<file path="config.mk">
export PLATFORM = sky130hd
export DESIGN_NAME = pb_code_loader
export DESIGN_NICKNAME = d
export VERILOG_FILES = /design/src/rtl/pb_code_loader.sv
export SDC_FILE = /design/constraint.sdc
export NUM_CORES = 1
export LEC_CHECK = 0
export BUFFER_PORTS_ARGS = -buffer_cell sky130_fd_sc_hd__buf_2
export CORE_MARGIN = 4
export CORE_UTILIZATION = 50
export DETAILED_ROUTE_END_ITERATION = 10
export PLACE_DENSITY = 0.83
export RECOVER_POWER = 50
export SLEW_MARGIN = 20
export SYNTH_ARGS = -nofsm -noshare
export SYNTH_HDL_FRONTEND = slang
export SYNTH_SLANG_ARGS = --single-unit
</file>
<file path="constraint.sdc">
create_clock -name clk_i -period 5.4 [get_ports clk_i]
set_input_delay 0.27 -clock clk_i [delete_from_list [all_inputs] [get_ports clk_i]]
set_output_delay 0.27 -clock clk_i [all_outputs]
set_load 0.005 [all_outputs]
</file>
<file path="src/rtl/pb_code_loader.sv">
// ---------------------------------------------------------------------------
// pb_code_loader
//
// Writer side of the PicoBlaze (KCPSM3) program-RAM load port. A framed byte
// stream arrives over a valid/ready handshake. Each group of three bytes is
// packed into one 18-bit instruction and written to program RAM, starting at
// address 0. The processor is held in reset while a frame is being loaded.
//
// Frame: SYNC, CNT_HI, CNT_LO, N x {B2, B1, B0} [, CHK]
//   N           = {CNT_HI[1:0], CNT_LO} + 1   (1..1024)
//   instruction = {B2[1:0], B1, B0}
//
// Configuration macro:
//   PB_LOADER_CHECKSUM_EN - when defined, a CHK byte follows the last word. It
//                           must equal the 8-bit sum of CNT_HI, CNT_LO and every
//                           instruction byte. When undefined, no CHK byte is
//                           expected and no checksum logic is built.
//
// Ports:
//   clk_i               system clock (also drives the program-RAM LOAD_CLK)
//   reset_i             synchronous, active-high reset
//   in_data_i[7:0]      stream byte
//   in_valid_i          in_data_i is valid
//   in_ready_o          byte is accepted when in_valid_i && in_ready_o
//   load_address_o[9:0] program-RAM write address
//   load_instruction_o  program-RAM write data (18 bits)
//   load_we_o           program-RAM write enable, one-cycle pulse per word
//   pb_reset_o          holds the KCPSM3 in reset
//   busy_o              frame in progress
//   done_o              one-cycle pulse: frame loaded successfully
//   error_o             one-cycle pulse: frame aborted (timeout or checksum)
// ---------------------------------------------------------------------------
module pb_code_loader #(
    parameter logic [7:0] SYNC_BYTE      = 8'hA5,
    parameter int         TIMEOUT_CYCLES = 1000000
) (
    input  logic        clk_i,
    input  logic        reset_i,
    input  logic [7:0]  in_data_i,
    input  logic        in_valid_i,
    output logic        in_ready_o,
    output logic [9:0]  load_address_o,
    output logic [17:0] load_instruction_o,
    output logic        load_we_o,
    output logic        pb_reset_o,
    output logic        busy_o,
    output logic        done_o,
    output logic        error_o
);

    localparam int            TW       = (TIMEOUT_CYCLES > 1) ? $clog2(TIMEOUT_CYCLES) : 1;
    localparam logic [TW-1:0] TMO_LAST = TW'(TIMEOUT_CYCLES - 1);

    typedef enum logic [3:0] {
        S_IDLE,
        S_CNT_HI,
        S_CNT_LO,
        S_B2,
        S_B1,
        S_B0,
        S_WRITE,
        S_CHK,
        S_FIN
    } state_e;

    state_e        state_q, state_d;
    logic          ready_q, ready_d;
    logic [9:0]    addr_q, addr_d;
    logic [17:0]   instr_q, instr_d;
    logic          we_q, we_d;
    logic          pbrst_q, pbrst_d;
    logic          err_q, err_d;
    logic [9:0]    remain_q, remain_d;
    logic [1:0]    b2_q, b2_d;
    logic [7:0]    b1_q, b1_d;
    logic [TW-1:0] tmo_q, tmo_d;
`ifdef PB_LOADER_CHECKSUM_EN
    logic [7:0]    sum_q, sum_d;
`endif

    logic accept;
    logic byte_state;

    // Next-state and output logic. in_ready is registered, so it is computed
    // from the next state: it is low only while the next state is WRITE or FIN
    // (and during reset).
    always_comb begin
        state_d  = state_q;
        addr_d   = addr_q;
        instr_d  = instr_q;
        we_d     = 1'b0;
        pbrst_d  = pbrst_q;
        err_d    = 1'b0;
        remain_d = remain_q;
        b2_d     = b2_q;
        b1_d     = b1_q;
        tmo_d    = '0;
`ifdef PB_LOADER_CHECKSUM_EN
        sum_d    = sum_q;
`endif
        accept     = in_valid_i && ready_q;
        byte_state = (state_q != S_IDLE) && (state_q != S_WRITE) && (state_q != S_FIN);

        case (state_q)
            S_IDLE: begin
                if (accept && (in_data_i == SYNC_BYTE)) begin
                    state_d = S_CNT_HI;
                    pbrst_d = 1'b1;
                    addr_d  = 10'd0;
`ifdef PB_LOADER_CHECKSUM_EN
                    sum_d   = 8'h00;
`endif
                end
            end
            S_CNT_HI: begin
                if (accept) begin
                    remain_d[9:8] = in_data_i[1:0];
                    state_d       = S_CNT_LO;
                end
            end
            S_CNT_LO: begin
                if (accept) begin
                    remain_d[7:0] = in_data_i;
                    state_d       = S_B2;
                end
            end
            S_B2: begin
                if (accept) begin
                    b2_d    = in_data_i[1:0];
                    state_d = S_B1;
                end
            end
            S_B1: begin
                if (accept) begin
                    b1_d    = in_data_i;
                    state_d = S_B0;
                end
            end
            S_B0: begin
                if (accept) begin
                    instr_d = {b2_q, b1_q, in_data_i};
                    we_d    = 1'b1;
                    state_d = S_WRITE;
                end
            end
            // remain counts the words still to come after the one being written
            S_WRITE: begin
                addr_d = addr_q + 10'd1;
                if (remain_q == 10'd0) begin
`ifdef PB_LOADER_CHECKSUM_EN
                    state_d = S_CHK;
`else
                    state_d = S_FIN;
`endif
                end else begin
                    remain_d = remain_q - 10'd1;
                    state_d  = S_B2;
                end
            end
`ifdef PB_LOADER_CHECKSUM_EN
            // A bad checksum leaves the processor in reset: RAM is partly overwritten
            S_CHK: begin
                if (accept) begin
                    if (in_data_i == sum_q) begin
                        state_d = S_FIN;
                    end else begin
                        err_d   = 1'b1;
                        state_d = S_IDLE;
                    end
                end
            end
`endif
            S_FIN: begin
                pbrst_d = 1'b0;
                state_d = S_IDLE;
            end
            default: state_d = S_IDLE;
        endcase

`ifdef PB_LOADER_CHECKSUM_EN
        if (accept && (state_q inside {S_CNT_HI, S_CNT_LO, S_B2, S_B1, S_B0})) begin
            sum_d = sum_q + in_data_i;
        end
`endif

        // Inter-byte watchdog; pb_reset is deliberately left asserted on abort
        if (byte_state && !accept) begin
            if (tmo_q == TMO_LAST) begin
                err_d   = 1'b1;
                state_d = S_IDLE;
            end else begin
                tmo_d = tmo_q + TW'(1);
            end
        end

        ready_d = (state_d != S_WRITE) && (state_d != S_FIN);
    end

    // State and output registers with synchronous reset. Words already written
    // to program RAM are not affected by a reset.
    always_ff @(posedge clk_i) begin
        if (reset_i) begin
            state_q  <= S_IDLE;
            ready_q  <= 1'b0;
            addr_q   <= 10'd0;
            instr_q  <= 18'd0;
            we_q     <= 1'b0;
            pbrst_q  <= 1'b0;
            err_q    <= 1'b0;
            remain_q <= 10'd0;
            b2_q     <= 2'd0;
            b1_q     <= 8'd0;
            tmo_q    <= '0;
`ifdef PB_LOADER_CHECKSUM_EN
            sum_q    <= 8'h00;
`endif
        end else begin
            state_q  <= state_d;
            ready_q  <= ready_d;
            addr_q   <= addr_d;
            instr_q  <= instr_d;
            we_q     <= we_d;
            pbrst_q  <= pbrst_d;
            err_q    <= err_d;
            remain_q <= remain_d;
            b2_q     <= b2_d;
            b1_q     <= b1_d;
            tmo_q    <= tmo_d;
`ifdef PB_LOADER_CHECKSUM_EN
            sum_q    <= sum_d;
`endif
        end
    end

    assign in_ready_o         = ready_q;
    assign load_address_o     = addr_q;
    assign load_instruction_o = instr_q;
    assign load_we_o          = we_q;
    assign pb_reset_o         = pbrst_q;
    assign busy_o             = (state_q != S_IDLE);
    assign done_o             = (state_q == S_FIN);
    assign error_o            = err_q;

endmodule

</file>
==> results.json <==
{
  "synth-simple-area-share_pct": 29.0,
  "core_area_um2": 6490,
  "pin_count": 45,
  "ys_seq_elements": 76,
  "setup_viol": 0,
  "holdCritPathClass": "in2reg",
  "drc": 0,
  "internal_power_mw": 0.745,
  "die_x_um": 90.7,
  "post_drt_wl_per_cell_um": 14.1,
  "ff2ff_path_depth": 4,
  "synth_edf_count": 0,
  "hold_viol_final": 0,
  "min_to": "load_instruction_o[2]",
  "dieArea_um2": 8220,
  "p_sw_share_pct": 24.9,
  "holdWs_ns": 0.185,
  "violations": "max-capacitance violations, max-slew violations",
  "drtPass1Iterations": 4,
  "synth_fa_ha_area_share_pct": 1.47,
  "die_y_um": 90.7,
  "vias_per_cell": 5.74,
  "finalWorstSetupSlack_ns": 2.72,
  "grt_usage_pct": 18.8,
  "p_leak_nw": 1.37,
  "muxShareOfSynthArea_pct": 4.14,
  "cts_tree": "yes",
  "yosysUniqueCellTypes": 51,
  "postCtsSetupBuffers": 0,
  "holdPathStages": 3,
  "p_total_mw": 0.992,
  "path_clk_slew_ns": 0.09,
  "clkLatencyLatePin_ns": 0.36,
  "drt_iter0_drc": 206,
  "r2r-start": "state_q[2]",
  "async_flop_share_pct": 0,
  "finClkSkew_ns": 0.0123,
  "yosys_most_used_dff": "dfxtp_1",
  "reg2reg_slack_ns": 2.72,
  "synth_xor_area_share_pct": 4.36,
  "path_class": "reg2reg",
  "diodes": 0,
  "post-route-util_pct": 58.4,
  "crit_fanout": 11,
  "drive_gt1_share_pct": 11.6,
  "r2r_end": "b1_q[4]",
  "final_cell_area_um2": 3800,
  "synth_compound_area_share_pct": 13.0,
  "pwr-share-comb_pct": 2.0,
  "outcome": "finished with violations",
  "dp_cells": 509,
  "required_ns": 5.61,
  "cts_root_buffer": "clkbuf_8",
  "grt_setup_unrepaired": "no",
  "period_share_pct": 49.7,
  "final_common_cell": "dfxtp_1",
  "fin_cells": 525,
  "rows": 29,
  "grt_pass1_vias": 2804,
  "dp_hpwl_um": 5230,
  "grt_pass1_wl_um": 12800,
  "synth_area_per_cell_um2": 8.37,
  "tightestPinTransition_ns": 1.93,
  "synth_area_um2": 3420,
  "switchingPower_mw": 0.247,
  "io_buffers": 44,
  "mostFrequentLayoutCells": "dfxtp_1 (76), nand2_1 (59), nor2_1 (49)",
  "yosysWarningCount": 0,
  "nets": 458,
  "antenna_found_initial": 0,
  "max_freq_ghz": 0.373,
  "cts_buffer_depth": 2,
  "crit_arrival_ns": 2.89,
  "pwr-share-clk_pct": 41.4,
  "placed_cell_area_um2": 3650,
  "grt_max_degree": 55,
  "p_per_area_nw_per_um2": 261,
  "synth_top_family_by_area": "simple AND/OR/NAND/NOR gates",
  "cp-start-kind": "flop",
  "wl_um": 7410,
  "ys_seq_area_share_pct": 44.5,
  "cts_hold_buf": 0,
  "worstHoldStart": "in_data_i[2]",
  "final_antenna_net_count": 0,
  "start_util_pct": 52.6,
  "vias": 3011,
  "timing.slew.headroom_pct": -29.8,
  "grt_overflow": 0,
  "cts_made_buffers": 9,
  "final.min_clock_period_ns": 2.68,
  "drv_slew": 9,
  "worst_setup_path_end_kind": "flop",
  "h-tree-depth": 3,
  "max_cap_viol_count": 1,
  "syn2layout_area_growth_pct": 11.1,
  "fin_tns_setup_ns": 0,
  "cts-resized-gates": 0,
  "gp_congestion": 0.904,
  "cts_sinks": 76,
  "place_ws_ns": 3.26,
  "synthCells": 408,
  "ir_drop_v": 0.000213,
  "p_seq_share_pct": 56.5,
  "syn_nets": 423
}
## logic make-up after synthesis
family / Yosys count
AO/OA/AOI/OAI: 74
XOR/XNOR: 17
flip-flops: 76
buffers and inverters: 29
multiplexers: 14
AND/OR/NAND/NOR: 194
adder cells (fa/ha/maj): 4
## power by group through the flow
| stage | clock, mW | sequential, mW | combinational [mW] |
|---|---|---|---|
| 2_1_floorplan | 0 | 0.574 | 0.0107 |
| 3_3_place_gp | 0 | 0.574 | 0.0203 |
| 3_5_place_dp | 0 | 0.574 | 0.0202 |
| 4_1_cts | 0.426 | 0.561 | 0.0204 |
| 5_1_grt | 0.453 | 0.561 | 0.0219 |
| 6_report | 0.411 | 0.561 | 0.0201 |
## area by class of cell
class / count / area, µm²
Clock buffer: 9 / 124
Tap cell: 77 / 96.3
Clock inverter: 7 / 63.8
Fill cell: 602 / 2700
Sequential cell: 76 / 1520
Timing Repair Buffer: 44 / 200
Multi-Input combinational cell: 303 / 1760
Inverter: 9 / 33.8
## cells in the mapped netlist, drive strengths merged, types with 4 or more instances
cell,n,area (µm²)
nor4,6,52.6
nor3,9,50.1
nor2,50,204
and2,4,25.0
nor2b,4,25.0
a21oi,39,195
clkbuf,13,48.8
dfxtp,76,1520
buf,7,37.5
inv,9,33.8
nand2,59,221
xnor2,5,43.8
and3,8,50.1
o21ai,14,70.1
nand2b,5,33.8
nand4,8,50.1
mux2i,13,130
nand3,20,100
a211oi,4,30.0
ha,4,50.1
or4,4,33.8
xor2,12,105
## how the worst max path moves through the flow
stage / from / to / depth (start not counted)
2_1_floorplan: remain_q[4] / remain_q[1] / 5
3_3_place_gp: state_q[1] / remain_q[9] / 4
3_5_place_dp: state_q[1] / remain_q[9] / 4
4_1_cts: state_q[1] / remain_q[9] / 4
5_1_grt: state_q[2] / b1_q[4] / 4
6_report: state_q[2] / b1_q[4] / 4
## layer usage
metal / global-route usage (%) / vias up / wire length (µm)
met4: 5.36 / 0 / 104
li1: - / 1498 / -
met3: 6.50 / 12 / 434
met2: 32.4 / 72 / 3750
met5: 0 / - / 0
met1: 22.1 / 1429 / 3120
## critical path, stage by stage (launching register included)
cell and delay (ns):
dfxtp_1 0.54, nand2b_2 0.16, nor4_1 1.47, mux2i_1 0.32, nor2_1 0.05
## flip-flops by register name (all words and copies together), names as in the netlist
register,count
pb_reset_o,1
tmo_q,20
error_o,1
load_address_o,10
b1_q,8
state_q,4
b2_q,2
load_we_o,1
in_ready_o,1
remain_q,10
load_instruction_o,18
(Power assumes the default switching activity.)
